==> src/rtl/elevator_car_controller.sv <==
// Single-car collective (SCAN) controller for 8 floors: consumes latched hall/car
// requests and reports floor, status code and travel direction, all registered.
module elevator_car_controller #(
  parameter int unsigned MOVE_CYCLES = 8,
  parameter int unsigned DOOR_CYCLES = 6
) (
  input  logic       clk,
  input  logic       rst,
  input  logic [7:0] upcall,
  input  logic [7:0] downcall,
  input  logic [7:0] floor_btn,
  output logic [2:0] floor,
  output logic [3:0] status,
  output logic       dir_up,
  output logic       door_open
);

  localparam int unsigned MAX_CYC = (MOVE_CYCLES > DOOR_CYCLES) ? MOVE_CYCLES : DOOR_CYCLES;
  localparam int unsigned TW      = (MAX_CYC > 1) ? $clog2(MAX_CYC) : 1;
  localparam logic [TW-1:0] MOVE_LAST = TW'(MOVE_CYCLES - 1);
  localparam logic [TW-1:0] DOOR_LAST = TW'(DOOR_CYCLES - 1);

  typedef enum logic [3:0] {
    IDLE       = 4'd0,
    MOVE_UP    = 4'd1,
    MOVE_DOWN  = 4'd2,
    CHECK      = 4'd3,
    DOOR_OPEN  = 4'd7,
    DOOR_CLOSE = 4'd8
  } state_t;

  state_t        state, state_next, d_state;
  logic [TW-1:0] timer, timer_next;
  logic [2:0]    floor_next;
  logic          dir_next, d_dir;

  logic [7:0] req, above_mask, below_mask;
  logic       here, above, below, stop_up, stop_dn;

  always_comb begin
    req        = upcall | downcall | floor_btn;
    above_mask = 8'(8'hFE << floor);
    below_mask = ~(8'(8'hFF << floor));
    here       = req[floor];
    above      = |(req & above_mask);
    below      = |(req & below_mask);
    stop_up    = floor_btn[floor] | upcall[floor];
    stop_dn    = floor_btn[floor] | downcall[floor];
  end

  // Collective decision: keep serving the current sweep direction, reverse only when it is exhausted.
  always_comb begin
    d_state = IDLE;
    d_dir   = dir_up;
    if (dir_up) begin
      if (stop_up)     d_state = DOOR_OPEN;
      else if (above)  d_state = MOVE_UP;
      else if (here)   d_state = DOOR_OPEN;
      else if (below) begin
        d_state = MOVE_DOWN;
        d_dir   = 1'b0;
      end
    end else begin
      if (stop_dn)     d_state = DOOR_OPEN;
      else if (below)  d_state = MOVE_DOWN;
      else if (here)   d_state = DOOR_OPEN;
      else if (above) begin
        d_state = MOVE_UP;
        d_dir   = 1'b1;
      end
    end
  end

  always_ff @(posedge clk or posedge rst) begin
    if (rst) begin
      state     <= IDLE;
      floor     <= '0;
      dir_up    <= 1'b1;
      timer     <= '0;
      door_open <= 1'b0;
    end else begin
      state     <= state_next;
      floor     <= floor_next;
      dir_up    <= dir_next;
      timer     <= timer_next;
      door_open <= (state_next == DOOR_OPEN);
    end
  end

  always_comb begin
    state_next = state;
    floor_next = floor;
    dir_next   = dir_up;
    timer_next = timer;
    case (state)
      IDLE, CHECK: begin
        state_next = d_state;
        dir_next   = d_dir;
        timer_next = '0;
      end
      MOVE_UP: begin
        if (timer == MOVE_LAST) begin
          if (floor != 3'd7) floor_next = floor + 3'd1;
          state_next = CHECK;
          timer_next = '0;
        end else begin
          timer_next = timer + 1'b1;
        end
      end
      MOVE_DOWN: begin
        if (timer == MOVE_LAST) begin
          if (floor != 3'd0) floor_next = floor - 3'd1;
          state_next = CHECK;
          timer_next = '0;
        end else begin
          timer_next = timer + 1'b1;
        end
      end
      DOOR_OPEN: begin
        if (timer == DOOR_LAST) begin
          state_next = DOOR_CLOSE;
          timer_next = '0;
        end else begin
          timer_next = timer + 1'b1;
        end
      end
      DOOR_CLOSE: begin
        // A new request at this floor reopens the door even on the final close cycle.
        if (here) begin
          state_next = DOOR_OPEN;
          timer_next = '0;
        end else if (timer == DOOR_LAST) begin
          state_next = CHECK;
          timer_next = '0;
        end else begin
          timer_next = timer + 1'b1;
        end
      end
      default: begin
        state_next = IDLE;
        timer_next = '0;
      end
    endcase
  end

  always_comb begin
    status = state;
  end

endmodule

==> config.mk <==
export PLATFORM = sky130hd
export DESIGN_NAME = elevator_car_controller
export DESIGN_NICKNAME = d
export VERILOG_FILES = /design/src/rtl/elevator_car_controller.sv
export SDC_FILE = /design/constraint.sdc
export NUM_CORES = 1
export LEC_CHECK = 0
export CAP_MARGIN = 5
export CORE_MARGIN = 2
export CORE_UTILIZATION = 40
export CTS_CLUSTER_DIAMETER = 30
export CTS_CLUSTER_SIZE = 16
export DETAILED_ROUTE_END_ITERATION = 10
export GPL_TIMING_DRIVEN = 0
export PLACE_DENSITY = 0.74
export RECOVER_POWER = 100
export SLEW_MARGIN = 15
export SYNTH_ARGS = -nofsm -noshare
export SYNTH_HDL_FRONTEND = slang
export SYNTH_SLANG_ARGS = --single-unit
==> constraint.sdc <==
create_clock -name clk -period 2 [get_ports clk]
set_input_delay 0.3 -clock clk [delete_from_list [all_inputs] [get_ports clk]]
set_output_delay 0.3 -clock clk [all_outputs]
set_load 0.05 [all_outputs]
==> flow_metrics.env, run 1 <==
export IMPL_hold_path_class="in -> async"
export IMPL_regArea_sq_um=308
export IMPL_tightest_slew_ns=0.617
export IMPL_n_antenna_cell=0
export IMPL_vias_per_cell=6.34
export IMPL_die_h_microns=59.3
export IMPL_final_cell_mix="clkdlybuf4s50_1, inv_1"
export IMPL_fin_nets=226
export IMPL_finalCritPeriodShare_pct=106
export IMPL_hold_viol=0
export IMPL_drt_total_wl_microns=4030
export IMPL_cts_root_buf="clkbuf_4"
export IMPL_clk_pin_slew_worst_paths_ns=0.08
export IMPL_synth_edff_count=0
export IMPL_ir_drop_uv=322
export IMPL_drtIter0Drc=62
export IMPL_antenna_found_initial=0
export IMPL_crit_arrival_ns=2.30
export IMPL_wl_per_cell_microns=17.7
export IMPL_synth_compound_area_share_pct=23.1
export IMPL_crit_fanout=5
export IMPL_netlist_top_cells_area="dfrtp_1, mux2i_1, nor4b_1, ha_1, nor3_1"
export IMPL_rows=20
export IMPL_synthXorXnorAreaFrac_pct=3.58
export IMPL_drive_above_1_share_pct=29.9
export IMPL_grt_max_degree=13
export IMPL_setup_viol=5
export IMPL_drv_cap=0
export IMPL_final_max_slew_viol_count=0
export IMPL_ys_ff_latch=12
export IMPL_cts_buffers=3
export IMPL_synth_simple_area_share_pct=26.2
export IMPL_finalPower_mw=1.46
export IMPL_synth_top_area_cell="dfrtp_1"
export IMPL_failed_checks="negative setup slack"
export IMPL_synth_nets=178
export IMPL_critPathRequiredTime_ns=2.18
export IMPL_drt_pass1_iter_count=4
export IMPL_slew_headroom_pct=58.8
export IMPL_avgSynthCellArea_sq_um=8.32
export IMPL_syn_to_final_growth_pct=58.2
export IMPL_vias=1439
export IMPL_multi_input_area_sq_um=1010
export IMPL_end_kind="flip-flop"
export IMPL_ys_seq_area_share_pct=24.7
export IMPL_p_per_area_nw_per_um2=755
export IMPL_drc=0
export IMPL_yosys_area_share_adder_pct=5.73
export IMPL_status="complete, but fails checks"
export IMPL_grt_pass1_vias=1373
export IMPL_syn_area_sq_um=1220
export IMPL_fp_dieArea_sq_um=3510
export IMPL_gp_congestion=0.921
export IMPL_fill_cells=256
export IMPL_cts_path_max_buffers=2
export IMPL_start_kind="flip-flop"
export IMPL_muxShareOfSynthArea_pct=9.52
export IMPL_fmax_mhz=473
export IMPL_synthCells=147
export IMPL_clock_sinks=12
export IMPL_async_flop_share_pct=100
export IMPL_worst_setup_path_type="reg -> reg"
export IMPL_core_sq_um=2980
export IMPL_htree_levels=1
export IMPL_ios=35
export IMPL_dp_hpwl_microns=2750
export IMPL_final_util_pct=65.0
export IMPL_ys_warn_count=0
export IMPL_fin_skew_ns=0.00870
export IMPL_grt_pass1_wl_microns=5970
export IMPL_antenna_left=0
export IMPL_yosys_most_used_dff="dfrtp_1"
export IMPL_grt_ovfl_total=0
export IMPL_rsz0062_at_grt="yes"
export IMPL_fin_ws_ns=-0.115
export IMPL_start_util_pct=41.1
export IMPL_final_common_cell="clkdlybuf4s50_1"
export IMPL_hold_ws_ns=0.449
export IMPL_synth_top_family_by_area="simple AND/OR/NAND/NOR gates"
export IMPL_grtUsageTotal_pct=22.3
export IMPL_io_buffers=34
export IMPL_power_leakage_nw=0.705
export IMPL_netlist_cell_type_count=49
export IMPL_min_period_ns=2.12
export IMPL_cts_tree="built"
export IMPL_holdBufCountCts=0
export IMPL_die_w_microns=59.3
export IMPL_yosysTopAreaCellShare_pct=22.5
export IMPL_clock_latency_ns=0.29
[power by group]
group | leakage [nW] | internal [mW] | switching, mW
combinational | 0.535 | 0.373 | 0.541
sequential | 0.149 | 0.308 | 0.0342
clock | 0.0210 | 0.111 | 0.0935
[per-layer routing]
layer / routed length, microns / share of wire, % / GRT usage [%] / up-vias
met3: 184 / 4.6 / 2.18 / 17
li1: - / - / - / 657
met1: 1520 / 38 / 24.2 / 695
met2: 2100 / 52 / 40.8 / 70
met4: 222 / 5.5 / 13.6 / 0
met5: 0 / 0 / 0 / -
[per-stage QoR]
stage,TNS [ns],area (sq um),setup slack [ns],std cells
finish,-0.352,1930,-0.115,227
CTS,-0.143,1780,-0.0562,222
global placement,-1.91,1620,-0.452,214
global route,-0.738,1930,-0.171,227
floorplan,-0.112,1230,-0.112,147
detailed placement,-2.06,1620,-0.456,214
[final cells by class]
type / count / share of cell area, %
multi-input combinational: 117 / 52.4
tap: 33 / 2.13
inverter: 11 / 2.13
clock buffer: 4 / 1.88
sequential: 12 / 15.9
buffer: 7 / 2.91
timing repair buffer: 43 / 22.6
[worst paths after layout]
check | start | slack, ns | to | cells after the start
worst max-delay path | floor[1] | -0.12 | status[2] | 7
worst min-delay path | rst | 0.45 | timer[2] | 2
worst max register to register | floor[1] | -0.12 | status[2] | 7
worst min register to register | timer[0] | 0.49 | timer[0] | 1
max in group asynchronous | rst | 1.19 | status[1] | 2
min in group clk | timer[0] | 0.49 | timer[0] | 1
[cells in the mapped netlist (all sizes together) (2+ instances only)]
library cell and number:
mux2i 6, nor2 10, inv 11, or3 2
o41ai 2, nor2b 3, o311ai 2, nor4b 6
nand3 3, mux4 2, buf 6, a32oi 2
dfrtp 11, a22oi 2, o21ai 10, nor4 5
and3 3, o211ai 2, nand2 7, a21oi 8
nor3 10, xor2 2, ha 4, o22ai 2
a31oi 2, xnor2 3, a211oi 3
[timing repair]
| item | in CTS | in global routing |
|---|---|---|
| gates cloned | 1 | 0 |
| resized for setup | 16 | 31 |
| pin swaps | 4 | 8 |
| setup buffers | 3 | 5 |
| endpoints found under the setup margin | 4 | 10 |
[worst max-delay path: stages (launching register included)]
cell and delay (ns):
dfrtp_2 0.48, buf_8 0.16, and2_4 0.15, a32oi_4 0.27, o311ai_2 0.17, a22o_1 0.23, and3_4 0.19, o41ai_2 0.35
[kinds of logic (layout without fill, tap and decap cells)]
kind of cell             count (synthesis)  after routing
multiplexers                             9              9
buffers and inverters                   18             65
AO/OA/AOI/OAI                           42             42
adder cells (fa/ha/maj)                  5              5
XOR/XNOR                                 5              5
flip-flops                              12             12
AND/OR/NAND/NOR                         56             56
[registers in the layout, indices dropped and copies added (netlist names)]
signal / cells
status: 4
floor: 3
door_open: 1
timer: 3
dir_up: 1
(Power assumes the default switching activity.)
==> inputs of run 2 (changes only) <==
Settings changed: CORE_UTILIZATION 40 to 43, PLACE_DENSITY 0.74 to 0.78.
==> run 2 against run 1 <==
  * The flow still finishes with violations (negative setup slack)
  * Global-route usage rose by 1.1 points
  * Count of clock-buffer cells in the layout did not move
  * Register-to-register slack barely moved
  * Final area rose by 2.4%
  * First-iteration DRC count fell by 6.5%
  * Routed wire length fell by 1.3%
  * Die area fell by 6.5%
  * Via count fell by 0.21%
  * Critical path type unchanged
==> flow_metrics.env, run 2 (same netlist as run 1, synthesis figures left out) <==
export IMPL_status="complete, but fails checks"
export IMPL_failed_checks="negative setup slack"
export IMPL_drv_cap=0
export IMPL_dp_hpwl_microns=2800
export IMPL_hold_viol=0
export IMPL_antenna_left=0
export IMPL_largest_reg_flops=4
export IMPL_fin_nets=225
export IMPL_die_w_microns=57.3
export IMPL_clock_latency_ns=0.28
export IMPL_drc=0
export IMPL_p_per_area_nw_per_um2=736
export IMPL_drt_pass1_iter_count=4
export IMPL_hold_ws_ns=0.468
export IMPL_final_common_cell="clkdlybuf4s50_1"
export IMPL_grt_pass1_vias=1380
export IMPL_io_buffers=34
export IMPL_grt_ovfl_total=0
export IMPL_grtUsageTotal_pct=23.4
export IMPL_end_kind="flip-flop"
export IMPL_finalCritPeriodShare_pct=106
export IMPL_cp_num_buf_inv=1
export IMPL_ios=35
export IMPL_power_leakage_nw=0.718
export IMPL_gp_congestion=0.878
export IMPL_fmax_mhz=474
export IMPL_clk_pin_slew_worst_paths_ns=0.07
export IMPL_grt_pass1_wl_microns=6070
export IMPL_final_cell_mix="clkdlybuf4s50_1, inv_1, nand2_1, o21ai_0, dfrtp_1"
export IMPL_min_period_ns=2.11
export IMPL_crit_fanout=5
export IMPL_antenna_found_initial=0
export IMPL_vias_per_cell=6.41
export IMPL_clock_sinks=12
export IMPL_finalSetupTns_ns=-0.159
export IMPL_fin_ws_ns=-0.111
export IMPL_cts_path_max_buffers=2
export IMPL_slowest_stage="dfrtp_2"
export IMPL_crit_chain="buf_8, and2_4, a32oi_4, o311ai_2, a22o_1, and3_4, o41ai_2"
export IMPL_fp_dieArea_sq_um=3290
export IMPL_critPathRequiredTime_ns=2.17
export IMPL_vias=1436
export IMPL_final_max_slew_viol_count=0
export IMPL_start_kind="flip-flop"
export IMPL_hold_path_class="in -> async"
export IMPL_cts_tree="built"
export IMPL_fin_cells=224
export IMPL_slew_headroom_pct=49.2
export IMPL_cp_depth=7
export IMPL_drtIter0Drc=58
export IMPL_drive_above_1_share_pct=33.7
export IMPL_wl_per_cell_microns=17.7
export IMPL_ir_drop_uv=1010
export IMPL_rsz0062_at_grt="yes"
export IMPL_setup_viol=2
export IMPL_dp_cells=212
export IMPL_worst_setup_path_type="reg -> reg"
export IMPL_cts_buffers=3
export IMPL_tightest_slew_ns=0.760
export IMPL_core_sq_um=2730
export IMPL_syn_to_final_growth_pct=62.0
export IMPL_grt_max_degree=13
export IMPL_htree_levels=1
export IMPL_fill_cells=207
export IMPL_n_antenna_cell=0
export IMPL_die_h_microns=57.3
export IMPL_fin_skew_ns=0.000893
export IMPL_rows=19
export IMPL_drt_total_wl_microns=3970
export IMPL_start_util_pct=44.7
export IMPL_r2r_cells=7
export IMPL_cts_root_buf="clkbuf_4"
export IMPL_cpLargestDelayFamily="compound AO/OA/AOI/OAI gates"
export IMPL_crit_arrival_ns=2.28
export IMPL_critPathMaxStageDelay_ns=0.48
[run 2: area by class of cell]
class	count	area [sq um]	share of cell area, %
multi-input combinational	117	1070	54.1
timing repair buffer	43	444	22.4
sequential	12	308	15.5
buffer	6	50.0	2.53
inverter	11	41.3	2.08
tap	31	38.8	1.96
clock buffer	4	26.3	1.33
[run 2: per-layer routing]
metal	part of all wire [%]	vias to the layer above	global-route usage [%]
met5	0	-	0
met4	5.2	0	15.3
met3	4.5	18	1.81
met2	51	78	41.4
met1	40	674	26.8
li1	-	666	-
[run 2: final timing paths]
path | start | slack [ns] | endpoint
max in group asynchronous | rst | 1.18 | status[0]
worst min register to register | timer[0] | 0.50 | timer[0]
min in group clk | timer[0] | 0.50 | timer[0]
worst min-delay path | rst | 0.47 | timer[0]
worst max-delay path | floor[1] | -0.11 | status[2]
worst max register to register | floor[1] | -0.11 | status[2]
[run 2: where the power goes]
part	switching, mW	internal (mW)	total, mW
Clock	0.0847	0.0775	0.162
Combinational	0.545	0.388	0.933
Sequential	0.0554	0.307	0.363
Total	0.685	0.772	1.46
[run 2: metrics by stage]
stage	area [sq um]	power (mW)	setup slack (ns)	util [%]
floorplan	1230	0.899	-0.112	-
global placement	1610	1.12	-0.453	59.0
detailed placement	1610	1.15	-0.460	59.0
CTS	1830	1.38	-0.0757	66.9
global route	1980	1.56	-0.138	72.4
finish	1980	1.46	-0.111	72.4
[run 2: timing repair]
action | 4_1_cts | 5_1_grt
setup buffers | 6 | 2
hold buffers | 0 | 0
resized for setup | 22 | 37
cloned | 1 | 0
pin swaps | 4 | 12
setup endpoints to repair | 4 | 10
